--- config.mk ---
export PLATFORM = sky130hd
export DESIGN_NAME = mem_stage_sb
export DESIGN_NICKNAME = d
export VERILOG_FILES = /design/src/rtl/mem_stage_sb_pkg.sv /design/src/rtl/mem_stage_sb_store_buffer.sv /design/src/rtl/mem_stage_sb.sv
export SDC_FILE = /design/constraint.sdc
export NUM_CORES = 1
export LEC_CHECK = 0
export CAP_MARGIN = 20
export CORE_MARGIN = 2
export CORE_UTILIZATION = 50
export CTS_BUF_LIST = sky130_fd_sc_hd__clkbuf_4 sky130_fd_sc_hd__clkbuf_8 sky130_fd_sc_hd__clkbuf_16
export CTS_CLUSTER_SIZE = 16
export DETAILED_ROUTE_END_ITERATION = 6
export GPL_TIMING_DRIVEN = 0
export PLACE_DENSITY = 0.72
export SETUP_SLACK_MARGIN = 0.1
export SYNTH_ARGS = -nofsm -noshare
export SYNTH_HDL_FRONTEND = slang
export SYNTH_SLANG_ARGS = --single-unit
--- constraint.sdc ---
create_clock -name clk -period 5.6 [get_ports clk]
set_clock_uncertainty 0.15 [all_clocks]
set_input_delay 1.4 -clock clk [delete_from_list [all_inputs] [get_ports clk]]
set_output_delay 1.4 -clock clk [all_outputs]
set_load 0.01 [all_outputs]
--- src/rtl/mem_stage_sb_pkg.sv ---
`default_nettype none
// ============================================================================
// Module   : mem_stage_sb_pkg
// Purpose  : Shared types, RV32I load/store funct3 encodings and helper
//            functions for the memory-stage controller with store buffer.
// Contents : lstate_e       - load FSM state encoding
//            LOAD_FUN3_*    - load funct3 encodings
//            STORE_FUN3_*   - store funct3 encodings
//            wstrb_gen()    - byte-strobe pattern for a store
//            is_misaligned()- natural-alignment check for H/W accesses
// Revision : 1.0 - initial store-buffered memory stage
// ============================================================================
package mem_stage_sb_pkg;

  localparam logic [2:0] LOAD_FUN3_LB  = 3'b000;
  localparam logic [2:0] LOAD_FUN3_LH  = 3'b001;
  localparam logic [2:0] LOAD_FUN3_LW  = 3'b010;
  localparam logic [2:0] LOAD_FUN3_LBU = 3'b100;
  localparam logic [2:0] LOAD_FUN3_LHU = 3'b101;

  localparam logic [2:0] STORE_FUN3_SB = 3'b000;
  localparam logic [2:0] STORE_FUN3_SH = 3'b001;
  localparam logic [2:0] STORE_FUN3_SW = 3'b010;

  typedef enum logic [1:0] {
    L_IDLE   = 2'd0,
    L_HAZARD = 2'd1,
    L_REQ    = 2'd2,
    L_RESP   = 2'd3
  } lstate_e;

  // Strobe pattern for a store, shifted to its byte lane. Eight bits cover
  // data widths up to 64; the caller truncates to its own strobe width.
  function automatic logic [7:0] wstrb_gen(input logic [2:0] funct3,
                                           input logic [2:0] off);
    logic [7:0] base;
    base = 8'h0F;
    case (funct3)
      STORE_FUN3_SB: base = 8'h01;
      STORE_FUN3_SH: base = 8'h03;
      default:       base = 8'h0F;
    endcase
    return base << off;
  endfunction

  // Halfword needs bit 0 clear, word needs bits [1:0] clear; bytes never trap.
  function automatic logic is_misaligned(input logic [2:0] funct3,
                                         input logic [1:0] low);
    logic mis;
    mis = 1'b0;
    case (funct3[1:0])
      2'b01:   mis = low[0];
      2'b10:   mis = |low;
      default: mis = 1'b0;
    endcase
    return mis;
  endfunction

endpackage : mem_stage_sb_pkg
`default_nettype wire

--- src/rtl/mem_stage_sb_store_buffer.sv ---
`default_nettype none
// ============================================================================
// Module   : mem_stage_sb_store_buffer
// Purpose  : Circular FIFO of posted stores with an associative word-address
//            lookup across all valid entries.
// Ports    : clk, rst_n          - clock, async active-low reset
//            push_i/push_entry_i - enqueue at tail (ignored when full)
//            pop_i               - dequeue head (ignored when empty)
//            head_o/head_next_o  - entry at head and the one behind it
//            count_o/full_o/empty_o - occupancy (empty_o registered)
//            lookup_addr_i       - word address to compare
//            match_o             - any valid entry matches
//            match_keep_o        - a match survives this cycle's pop
// Revision : 1.0 - initial store-buffered memory stage
// ============================================================================
module mem_stage_sb_store_buffer #(
  parameter int unsigned DEPTH = 4,
  parameter int unsigned AW    = 30,
  parameter int unsigned EW    = 66,
  localparam int unsigned PW   = $clog2(DEPTH),
  localparam int unsigned CW   = $clog2(DEPTH) + 1
) (
  input  logic          clk,
  input  logic          rst_n,
  input  logic          push_i,
  input  logic [EW-1:0] push_entry_i,
  input  logic          pop_i,
  output logic [EW-1:0] head_o,
  output logic [EW-1:0] head_next_o,
  output logic [CW-1:0] count_o,
  output logic          full_o,
  output logic          empty_o,
  input  logic [AW-1:0] lookup_addr_i,
  output logic          match_o,
  output logic          match_keep_o
);

  logic [EW-1:0]    mem_q [DEPTH];
  logic [DEPTH-1:0] valid_q;
  logic [PW-1:0]    wr_ptr_q;
  logic [PW-1:0]    rd_ptr_q;
  logic [CW-1:0]    count_q;
  logic [CW-1:0]    count_d;
  logic             empty_q;
  logic             w_push;
  logic             w_pop;
  logic [DEPTH-1:0] w_hit;
  logic [DEPTH-1:0] w_hit_keep;

  assign full_o  = (count_q == CW'(DEPTH));
  assign empty_o = empty_q;
  assign count_o = count_q;
  assign w_push  = push_i && !full_o;
  assign w_pop   = pop_i && (count_q != '0);

  assign head_o      = mem_q[rd_ptr_q];
  assign head_next_o = mem_q[rd_ptr_q + PW'(1)];

  always_comb begin
    count_d = count_q;
    if (w_push && !w_pop) begin
      count_d = count_q + CW'(1);
    end else if (!w_push && w_pop) begin
      count_d = count_q - CW'(1);
    end
  end

  always_ff @(posedge clk or negedge rst_n) begin
    if (!rst_n) begin
      wr_ptr_q <= '0;
      rd_ptr_q <= '0;
      count_q  <= '0;
      empty_q  <= 1'b1;
      valid_q  <= '0;
    end else begin
      count_q <= count_d;
      empty_q <= (count_d == '0);
      // Push and pop never share an index: push needs a free slot, pop an
      // occupied one.
      if (w_push) begin
        wr_ptr_q          <= wr_ptr_q + PW'(1);
        valid_q[wr_ptr_q] <= 1'b1;
      end
      if (w_pop) begin
        rd_ptr_q          <= rd_ptr_q + PW'(1);
        valid_q[rd_ptr_q] <= 1'b0;
      end
    end
  end

  always_ff @(posedge clk) begin
    if (w_push) begin
      mem_q[wr_ptr_q] <= push_entry_i;
    end
  end

  // The word address occupies the top AW bits of each entry.
  for (genvar i = 0; i < DEPTH; i++) begin : g_match
    assign w_hit[i]      = valid_q[i] && (mem_q[i][EW-1 -: AW] == lookup_addr_i);
    assign w_hit_keep[i] = w_hit[i] && !(w_pop && (rd_ptr_q == PW'(i)));
  end

  assign match_o      = |w_hit;
  assign match_keep_o = |w_hit_keep;

endmodule : mem_stage_sb_store_buffer
`default_nettype wire

--- src/rtl/mem_stage_sb.sv ---
`default_nettype none
// ============================================================================
// Module   : mem_stage_sb
// Purpose  : Memory-stage controller. Turns pipeline loads/stores into
//            word-aligned, byte-strobed dcache requests. Stores are posted
//            through a store buffer; loads block until their data returns
//            and are lane-extracted and extended here. Misaligned H/W
//            accesses raise a one-cycle trap pulse.
// Ports    : clk, rst_n                        - clock, async active-low reset
//            in_*_i / in_ready_o               - EXE/MEM op handshake
//            dc_req_*_o / dc_req_ready_i       - dcache request channel
//            dc_resp_valid_i / dc_resp_data_i  - dcache read data
//            wb_valid_o / wb_rd_o / wb_data_o  - load writeback
//            exc_misalign_o / exc_addr_o       - misalignment trap
//            sb_empty_o                        - store buffer drained
// Revision : 1.0 - initial store-buffered memory stage
// ============================================================================
module mem_stage_sb
  import mem_stage_sb_pkg::*;
#(
  parameter int unsigned XLEN     = 32,
  parameter int unsigned SB_DEPTH = 4
) (
  input  logic              clk,
  input  logic              rst_n,
  input  logic              in_valid_i,
  output logic              in_ready_o,
  input  logic              in_is_load_i,
  input  logic              in_is_store_i,
  input  logic [2:0]        in_funct3_i,
  input  logic [XLEN-1:0]   in_addr_i,
  input  logic [XLEN-1:0]   in_wdata_i,
  input  logic [4:0]        in_rd_i,
  output logic              dc_req_valid_o,
  input  logic              dc_req_ready_i,
  output logic              dc_req_we_o,
  output logic [XLEN-1:0]   dc_req_addr_o,
  output logic [XLEN-1:0]   dc_req_wdata_o,
  output logic [XLEN/8-1:0] dc_req_wstrb_o,
  input  logic              dc_resp_valid_i,
  input  logic [XLEN-1:0]   dc_resp_data_i,
  output logic              wb_valid_o,
  output logic [4:0]        wb_rd_o,
  output logic [XLEN-1:0]   wb_data_o,
  output logic              exc_misalign_o,
  output logic [XLEN-1:0]   exc_addr_o,
  output logic              sb_empty_o
);

  localparam int unsigned STRB_W = XLEN / 8;
  localparam int unsigned OFF_W  = $clog2(STRB_W);
  localparam int unsigned WA_W   = XLEN - OFF_W;
  localparam int unsigned CW     = $clog2(SB_DEPTH) + 1;

  typedef struct packed {
    logic [WA_W-1:0]   word_addr;
    logic [XLEN-1:0]   data;
    logic [STRB_W-1:0] strb;
  } sb_entry_t;

  localparam int unsigned EW = $bits(sb_entry_t);

  // ---------------------------------------------------------------- decode
  logic [OFF_W-1:0] w_off;
  logic             w_accept;
  logic             w_misalign;
  logic             w_is_load;
  logic             w_is_store;
  logic             w_push;
  sb_entry_t        w_push_entry;

  assign w_off      = in_addr_i[OFF_W-1:0];
  assign w_accept   = in_valid_i && in_ready_o;
  assign w_misalign = (in_is_load_i || in_is_store_i) &&
                      is_misaligned(in_funct3_i, in_addr_i[1:0]);
  assign w_is_load  = in_is_load_i && !w_misalign;
  assign w_is_store = in_is_store_i && !in_is_load_i && !w_misalign;
  assign w_push     = w_accept && w_is_store;

  assign w_push_entry.word_addr = in_addr_i[XLEN-1:OFF_W];
  assign w_push_entry.data      = in_wdata_i << {w_off, 3'b000};
  assign w_push_entry.strb      = STRB_W'(wstrb_gen(in_funct3_i, 3'(w_off)));

  // ---------------------------------------------------------- state/regs
  lstate_e           state_q, state_d;
  logic [WA_W-1:0]   ld_word_q;
  logic [OFF_W-1:0]  ld_off_q;
  logic [2:0]        ld_f3_q;
  logic [4:0]        ld_rd_q;

  logic              req_valid_q, req_valid_d;
  logic              req_we_q,    req_we_d;
  logic [XLEN-1:0]   req_addr_q,  req_addr_d;
  logic [XLEN-1:0]   req_wdata_q, req_wdata_d;
  logic [STRB_W-1:0] req_strb_q,  req_strb_d;

  logic              wb_valid_q;
  logic [4:0]        wb_rd_q;
  logic [XLEN-1:0]   wb_data_q;
  logic              exc_q;
  logic [XLEN-1:0]   exc_addr_q;

  // --------------------------------------------------------- store buffer
  logic [EW-1:0]   w_head_raw;
  logic [EW-1:0]   w_head_next_raw;
  sb_entry_t       w_head;
  sb_entry_t       w_head_next;
  logic [CW-1:0]   w_sb_count;
  logic            w_sb_full;
  logic            w_sb_empty;
  logic            w_sb_match;
  logic            w_sb_match_keep;
  logic [WA_W-1:0] w_lookup;
  logic            w_store_done;

  // In L_IDLE the candidate load is still on the input bus; afterwards it is
  // the latched address. The same word is used for the read request.
  assign w_lookup     = (state_q == L_IDLE) ? in_addr_i[XLEN-1:OFF_W] : ld_word_q;
  assign w_store_done = req_valid_q && req_we_q && dc_req_ready_i;
  assign w_head       = sb_entry_t'(w_head_raw);
  assign w_head_next  = sb_entry_t'(w_head_next_raw);

  mem_stage_sb_store_buffer #(
    .DEPTH (SB_DEPTH),
    .AW    (WA_W),
    .EW    (EW)
  ) u_sb (
    .clk           (clk),
    .rst_n         (rst_n),
    .push_i        (w_push),
    .push_entry_i  (w_push_entry),
    .pop_i         (w_store_done),
    .head_o        (w_head_raw),
    .head_next_o   (w_head_next_raw),
    .count_o       (w_sb_count),
    .full_o        (w_sb_full),
    .empty_o       (w_sb_empty),
    .lookup_addr_i (w_lookup),
    .match_o       (w_sb_match),
    .match_keep_o  (w_sb_match_keep)
  );

  // A drain freeing a slot this cycle does not admit a store into it.
  assign in_ready_o = (state_q == L_IDLE) && !(in_is_store_i && w_sb_full);

  // ------------------------------------------------------------ load FSM
  logic w_want_read;

  always_comb begin
    state_d     = state_q;
    w_want_read = 1'b0;
    unique case (state_q)
      L_IDLE: begin
        if (w_accept && w_is_load) begin
          if (w_sb_match) begin
            state_d = L_HAZARD;
          end else begin
            state_d     = L_REQ;
            w_want_read = 1'b1;
          end
        end
      end
      L_HAZARD: begin
        // match_keep ignores the entry retiring now, so the read can launch
        // on the same edge the last conflicting store leaves.
        if (!w_sb_match_keep) begin
          state_d     = L_REQ;
          w_want_read = 1'b1;
        end
      end
      L_REQ: begin
        w_want_read = !(req_valid_q && !req_we_q);
        if (req_valid_q && !req_we_q && dc_req_ready_i) begin
          state_d = L_RESP;
        end
      end
      L_RESP: begin
        if (dc_resp_valid_i) begin
          state_d = L_IDLE;
        end
      end
      default: state_d = L_IDLE;
    endcase
  end

  // ------------------------------------------------------- request register
  logic w_slot_free;
  logic w_drain_ok;

  assign w_slot_free = !req_valid_q || w_store_done;
  assign w_drain_ok  = (state_q == L_IDLE) || (state_q == L_HAZARD);

  always_comb begin
    req_valid_d = req_valid_q;
    req_we_d    = req_we_q;
    req_addr_d  = req_addr_q;
    req_wdata_d = req_wdata_q;
    req_strb_d  = req_strb_q;
    if (req_valid_q && dc_req_ready_i) begin
      req_valid_d = 1'b0;
    end
    if (w_want_read && w_slot_free) begin
      req_valid_d = 1'b1;
      req_we_d    = 1'b0;
      req_addr_d  = {w_lookup, {OFF_W{1'b0}}};
      req_wdata_d = '0;
      req_strb_d  = '0;
    end else if (w_drain_ok && w_slot_free) begin
      // The head stays in the buffer until its handshake, so on a retiring
      // cycle the next store to present is the one behind it.
      if (!req_valid_q && (w_sb_count != '0)) begin
        req_valid_d = 1'b1;
        req_we_d    = 1'b1;
        req_addr_d  = {w_head.word_addr, {OFF_W{1'b0}}};
        req_wdata_d = w_head.data;
        req_strb_d  = w_head.strb;
      end else if (w_store_done && (w_sb_count >= CW'(2))) begin
        req_valid_d = 1'b1;
        req_we_d    = 1'b1;
        req_addr_d  = {w_head_next.word_addr, {OFF_W{1'b0}}};
        req_wdata_d = w_head_next.data;
        req_strb_d  = w_head_next.strb;
      end
    end
  end

  // ------------------------------------------------------- load extraction
  logic [XLEN-1:0] w_shifted;
  logic [XLEN-1:0] w_ext;

  assign w_shifted = dc_resp_data_i >> {ld_off_q, 3'b000};

  always_comb begin
    w_ext = w_shifted;
    case (ld_f3_q)
      LOAD_FUN3_LB:  w_ext = {{(XLEN-8){w_shifted[7]}},   w_shifted[7:0]};
      LOAD_FUN3_LH:  w_ext = {{(XLEN-16){w_shifted[15]}}, w_shifted[15:0]};
      LOAD_FUN3_LBU: w_ext = {{(XLEN-8){1'b0}},           w_shifted[7:0]};
      LOAD_FUN3_LHU: w_ext = {{(XLEN-16){1'b0}},          w_shifted[15:0]};
      default:       w_ext = w_shifted;
    endcase
  end

  // ------------------------------------------------------------ sequential
  always_ff @(posedge clk or negedge rst_n) begin
    if (!rst_n) begin
      state_q     <= L_IDLE;
      ld_word_q   <= '0;
      ld_off_q    <= '0;
      ld_f3_q     <= '0;
      ld_rd_q     <= '0;
      req_valid_q <= 1'b0;
      req_we_q    <= 1'b0;
      req_addr_q  <= '0;
      req_wdata_q <= '0;
      req_strb_q  <= '0;
      wb_valid_q  <= 1'b0;
      wb_rd_q     <= '0;
      wb_data_q   <= '0;
      exc_q       <= 1'b0;
      exc_addr_q  <= '0;
    end else begin
      state_q     <= state_d;
      req_valid_q <= req_valid_d;
      req_we_q    <= req_we_d;
      req_addr_q  <= req_addr_d;
      req_wdata_q <= req_wdata_d;
      req_strb_q  <= req_strb_d;

      if (state_q == L_IDLE && w_accept && w_is_load) begin
        ld_word_q <= in_addr_i[XLEN-1:OFF_W];
        ld_off_q  <= w_off;
        ld_f3_q   <= in_funct3_i;
        ld_rd_q   <= in_rd_i;
      end

      exc_q <= w_accept && w_misalign;
      if (w_accept && w_misalign) begin
        exc_addr_q <= in_addr_i;
      end

      // x0 loads still complete the bus transaction but never write back.
      wb_valid_q <= (state_q == L_RESP) && dc_resp_valid_i && (ld_rd_q != 5'd0);
      if (state_q == L_RESP && dc_resp_valid_i) begin
        wb_rd_q   <= ld_rd_q;
        wb_data_q <= w_ext;
      end
    end
  end

  assign dc_req_valid_o = req_valid_q;
  assign dc_req_we_o    = req_we_q;
  assign dc_req_addr_o  = req_addr_q;
  assign dc_req_wdata_o = req_wdata_q;
  assign dc_req_wstrb_o = req_strb_q;
  assign wb_valid_o     = wb_valid_q;
  assign wb_rd_o        = wb_rd_q;
  assign wb_data_o      = wb_data_q;
  assign exc_misalign_o = exc_q;
  assign exc_addr_o     = exc_addr_q;
  assign sb_empty_o     = w_sb_empty;

endmodule : mem_stage_sb
`default_nettype wire
==> qor.yml <==
status: "complete, no violations"
p_sw_mw: 6.08
cts_root_buf: "clkbuf_16"
maxSlewHeadroom: 0.240
holdBufCountCts: 0
port_buffers: 251
peakVddDrop_mv: 0.274
core_area_um2: 45200
grt_usage: 0.270
netlist_instances: 1535
hpwl_um: 44200
slew_violations: 0
setup_viol: 0
final_cells: 2483
syn_area_um2: 22700
wl_per_cell_um: 25.4
drcViolationCount: 0
yosys_warnings: 0
cp-startpoint: "in_addr_i[0]"
initial_core_util: 0.503
endpoint_kind: "register"
pwr-share-clk: 0.202
dpl_cell_area_um2: 26200
drive_above_1_share: 0.200
synth_top_area_frac: 0.348
fin_area_um2: 27800
cp_cell_sequence: "clkdlybuf4s50_1 -> nor2_1 -> nor3_1 -> nand3b_1 -> nor2_1 -> a21oi_1 -> a221oi_2 -> buf_2 -> mux2i_1"
yosys-top-cells-area: "edfxtp_1 (35%), dfrtp_1 (21%), mux4_2 (13%)"
final_nets: 1974
combPwrFrac: 0.499
hp-class: "reg -> reg"
clk_latency_ns: 0.60
cp_top_family: "simple AND/OR/NAND/NOR gates"
sw_frac_of_total: 0.375
critical_path.max_stage_delay_ns: 0.89
ant_nets: 0
postSynthAreaPerCell_um2: 14.8
startpoint_type: "primary input"
power_mw: 16.2
cts_tree: "yes"
grt.overflow.total: 0
syn_to_final_growth_pct: 22.4
hold-worst-slack_ns: 0.334
pin_count: 254
seq_area_um2: 12800
crit_top_cell: "nor2_1"
netlist.top_cell.by_area: "edfxtp_1"
synth_edf_count: 264
crit_type: "in -> reg"
grt_max_degree: 103
critPathMaxFanout: 13
cts_resized: 8
clkTransAtPathRegs_ns: 0.06
cp_data_arrival_time_ns: 5.52
first_pass_iters: 5
slowest_stage: "nor2_1"
die_area_um2: 47200
dp_cells: 2392
cap_violations: 0
path_buf_inv: 2
numCtsBuffers: 48
report.final.hold_viol_count: 0
synth_most_common_cell: "edfxtp_1"
clock_path_buffers: 3
n_fill_cell: 3419
antenna_found_initial: 3
pwr-share-seq: 0.299
fin_crit_ns: 5.17
ys_types: 53
synth_seq_cells: 457
required_ns: 5.95
timing.rr.start: "u_sb.rd_ptr_q[0]$_DFFE_PN0P_"
rows: 78
tightest_slew_ns: 1.14
rsz0062_at_grt: "no"
h-tree-depth: 2
drt_iter0_drc: 1327
internal_power_mw: 10.1
grt_pass1_vias: 15400
yosysSeqAreaShare: 0.561
multi_input_area_um2: 9510
grt_pass1_wl_um: 94800
vias_per_cell: 6.03
routed_wl_um: 63000
num_vias: 15000
die_h_um: 217
p_leak_nw: 10.0
numClockSinks: 457
async_reset_ff_frac: 0.422
worstHoldStart: "wb_rd_o[1]$_DFFE_PN0P_"
die-width_um: 217
fmax_ghz: 0.193
gp_congestion: 0.905
finalCritPeriodShare: 0.923
synth-main-ff-cell: "edfxtp_1"
cts_setup_buffers: 0
pwr_density_cell_nw_per_um2: 583
synth_common_cells: "edfxtp_1 (264), dfrtp_1 (192), mux2i_1 (137)"
-- worst min-delay path: cells and delay by family (launching register included) --
family / cells / cell delay, ns
flops: 1 / 0.35
simple gates: 2 / 0.11
-- state kept, by name, summed over array words and instances, names as in the netlist, 3 cells and up --
register	count
u_sb.valid_q	4
u_sb.mem_q	264
ld_rd_q	5
dc_req_wstrb_o	4
u_sb.count_o	3
wb_rd_o	5
ld_word_q	30
wb_data_o	32
ld_f3_q	3
dc_req_addr_o	30
exc_addr_o	32
dc_req_wdata_o	32
-- cell usage in the layout (no fill, tap or decap), drive strengths merged, types with 14 or more instances in the layout --
master           n
edfxtp         264
clkdlybuf4s50  250
dfrtp          192
mux2i          162
clkbuf         134
mux4           132
nand2          101
nor2            91
mux2            80
xnor2           73
xor2            52
o21ai           51
a211oi          45
buf             42
a21oi           33
nand4           20
ha              20
inv             17
nor4            16
nor2b           14
and2            14
-- final cells by class --
type,count,share of cell area
sequential,457,0.458
clock inverter,18,0.00746
buffer,99,0.0162
clock buffer,71,0.0511
inverter,16,0.00216
timing repair buffer,258,0.0962
antenna,1,0.0000899
multi-input combinational,963,0.342
tap,600,0.0270
-- power groups by stage --
stage	clock, mW	combinational (mW)	sequential [mW]
2_1_floorplan	0	5.02	5.01
3_3_place_gp	0	7.92	4.88
3_5_place_dp	0	8.04	4.90
4_1_cts	3.32	8.10	4.85
5_1_grt	3.46	8.66	4.93
6_report	3.28	8.10	4.84
-- metal layers --
| metal | global-route usage | vias to the layer above | wire length [um] |
|---|---|---|---|
| li1 | - | 6464 | - |
| met1 | 0.364 | 7671 | 25400 |
| met2 | 0.426 | 696 | 30000 |
| met3 | 0.0735 | 128 | 5810 |
| met4 | 0.0911 | 4 | 1770 |
| met5 | 0 | - | 17 |
-- stage by stage --
| step | TNS [ns] | utilization | setup slack, ns |
|---|---|---|---|
| floorplan | 0 | - | 0.571 |
| global placement | -1673.09 | 0.576 | -5.62 |
| detailed placement | -36.51 | 0.579 | -1.27 |
| CTS | 0 | 0.616 | 0.468 |
| global route | 0 | 0.616 | 0.164 |
| finish | 0 | 0.616 | 0.431 |
-- worst paths after layout --
check | end | slack, ns | cells past startpoint
worst max-delay path | dc_req_addr_o[9]$_DFFE_PN0P_ | 0.43 | 9
worst max register to register | dc_req_wdata_o[13]$_DFFE_PN0P_ | 0.48 | 12
min in group asynchronous | exc_addr_o[23]$_DFFE_PN0P_ | 0.71 | 1
worst min-delay path | wb_rd_o[1]$_DFFE_PN0P_ | 0.33 | 2
worst min register to register | wb_rd_o[1]$_DFFE_PN0P_ | 0.33 | 2
max in group asynchronous | ld_word_q[2]$_DFFE_PN0P_ | 3.60 | 2
-- cells by family after synthesis --
| family | count (synthesis) | synth area share |
|---|---|---|
| simple gates | 281 | 0.0560 |
| mux | 374 | 0.252 |
| flops | 457 | 0.561 |
| other cells | 1 | 0.000165 |
| buf+inv | 116 | 0.0218 |
| compound gates | 161 | 0.0498 |
| xor+xnor | 125 | 0.0481 |
| fa+ha+maj | 20 | 0.0110 |
No activity file was read; power rests on OpenSTA's default activity.
==> RTL change (same flow settings) <==
Take the reset off `req_addr_q` and `req_wdata_q` and load them in a clocked block of their own.
--- a/src/rtl/mem_stage_sb.sv
+++ b/src/rtl/mem_stage_sb.sv
@@ -251,8 +251,6 @@
       ld_rd_q     <= '0;
       req_valid_q <= 1'b0;
       req_we_q    <= 1'b0;
-      req_addr_q  <= '0;
-      req_wdata_q <= '0;
       req_strb_q  <= '0;
       wb_valid_q  <= 1'b0;
       wb_rd_q     <= '0;
@@ -263,8 +261,6 @@
       state_q     <= state_d;
       req_valid_q <= req_valid_d;
       req_we_q    <= req_we_d;
-      req_addr_q  <= req_addr_d;
-      req_wdata_q <= req_wdata_d;
       req_strb_q  <= req_strb_d;
 
       if (state_q == L_IDLE && w_accept && w_is_load) begin
@@ -286,6 +282,11 @@
         wb_data_q <= w_ext;
       end
     end
+  end
+
+  always_ff @(posedge clk) begin
+    req_addr_q  <= req_addr_d;
+    req_wdata_q <= req_wdata_d;
   end
 
   assign dc_req_valid_o = req_valid_q;
Function: changed (a bounded check fails within 4 cycles, from zero or initial values and one cycle with rst_n low).
==> RTL change against the unedited design <==
Critical path depth down 1. Power rose by 5.9%. Wire length up 3.4%. Hold slack better by 0.0083 ns. Setup slack improved by 0.011 ns. Critical endpoint is now u_sb.mem_q[3][24]$_DFFE_PP_. Combinational power is 9.3% higher. Synthesized cell count up 2.8%. Design area grew 1.2%. Sequential cell count unchanged. Synthesized area grew 1.2%. Global-route usage up 0.57 points. Sequential power up 3%.
==> RTL change: results (changes against the unedited design) <==
[status]
status=finished, final reports clean  ; unchanged

[yosys]
post_synth_inst_count=1578  ; was 1535
synth.yosys.seq_area_share_pct=55.4  ; was 56.1%
synth.top_cells.by_area=edfxtp_1, dfrtp_1, mux4_2, mux2i_1, xnor2_1  ; was edfxtp_1, dfrtp_1, mux4_2, mux2i_1, mux2_2
ys_top_cells_by_count=edfxtp_1, nand2_1, mux4_2  ; was edfxtp_1, dfrtp_1, mux2i_1

[layout]
non_clock_inverter_instance_count_of_the_final_layout=19  ; was 16
non_clock_buffer_area_share_pct=11.2  ; about the same
clock_tree_buffer_count_of_the_final_layout=76  ; was 71

[global_routing]
globalRouteMet2Util_pct=42.8  ; was 42.6%
first_global_vias=15521  ; was 15374
grt.total_usage_pct=27.6  ; was 27.0%

[routing]
dr.first_iter.drc_count=1393  ; was 1327
wl_met3_um=6780  ; was 5810 um
drtPass1Iterations=6  ; was 5
highest_layer=met4  ; was met5
dr_total_vias=15342  ; was 14963
met1Wirelength_um=26000  ; was 25400 um
route.met2.wl_um=30200  ; was 30000 um
via_per_inst=6.06  ; was 6.03

[cts]
cts-buffers-inserted=50  ; was 48

[sta]
holdWs_ns=0.342  ; was 0.334 ns
period_needed_ns=5.16  ; was 5.17 ns

[placement]
postPlaceCellArea_um2=26400  ; was 26200 um^2
hpwl_um=45900  ; was 44200 um

[hold_path]
worst_min_delay_path_startpoint=wb_data_o[5]$_DFFE_PN0P_  ; was wb_rd_o[1]$_DFFE_PN0P_

[setup_path]
setup.reg_to_reg.worst_slack_ns=0.55  ; was 0.48 ns

-- RTL change: changes by cell type in the layout (fill, tap and decap cells not counted), sizes merged, moves of 31 or more --
cell and change:
xnor2 +36, nand3 +31, nand2 +32, dfrtp -62, xor2 -36, dfxtp +32
-- RTL change: logic make-up (layout without fill, tap and decap cells) --
| family | count (synthesis) | in the layout | share of synthesized area, % |
|---|---|---|---|
| and+or+nand+nor | 340 | 340 | 6.73 |
| other | 1 | 3 | 0.0163 |
| muxes | 344 | 344 | 23.4 |
| buffers and inverters | 124 | 475 | 2.42 |
| AOI/OAI and AO/OA | 165 | 165 | 6.06 |
| adders and majority gates | 22 | 22 | 1.17 |
| xor gates and xnor gates | 125 | 125 | 4.76 |
| DFF | 457 | 457 | 55.4 |
-- RTL change: critical path, stage by stage --
cell	delay, ns
clkdlybuf4s50_1	0.51
nor2_1	0.68
nor3_1	0.16
nand3b_1	0.22
a2111oi_0	0.84
clkbuf_1	0.44
and2_4	0.66
buf_16	0.32
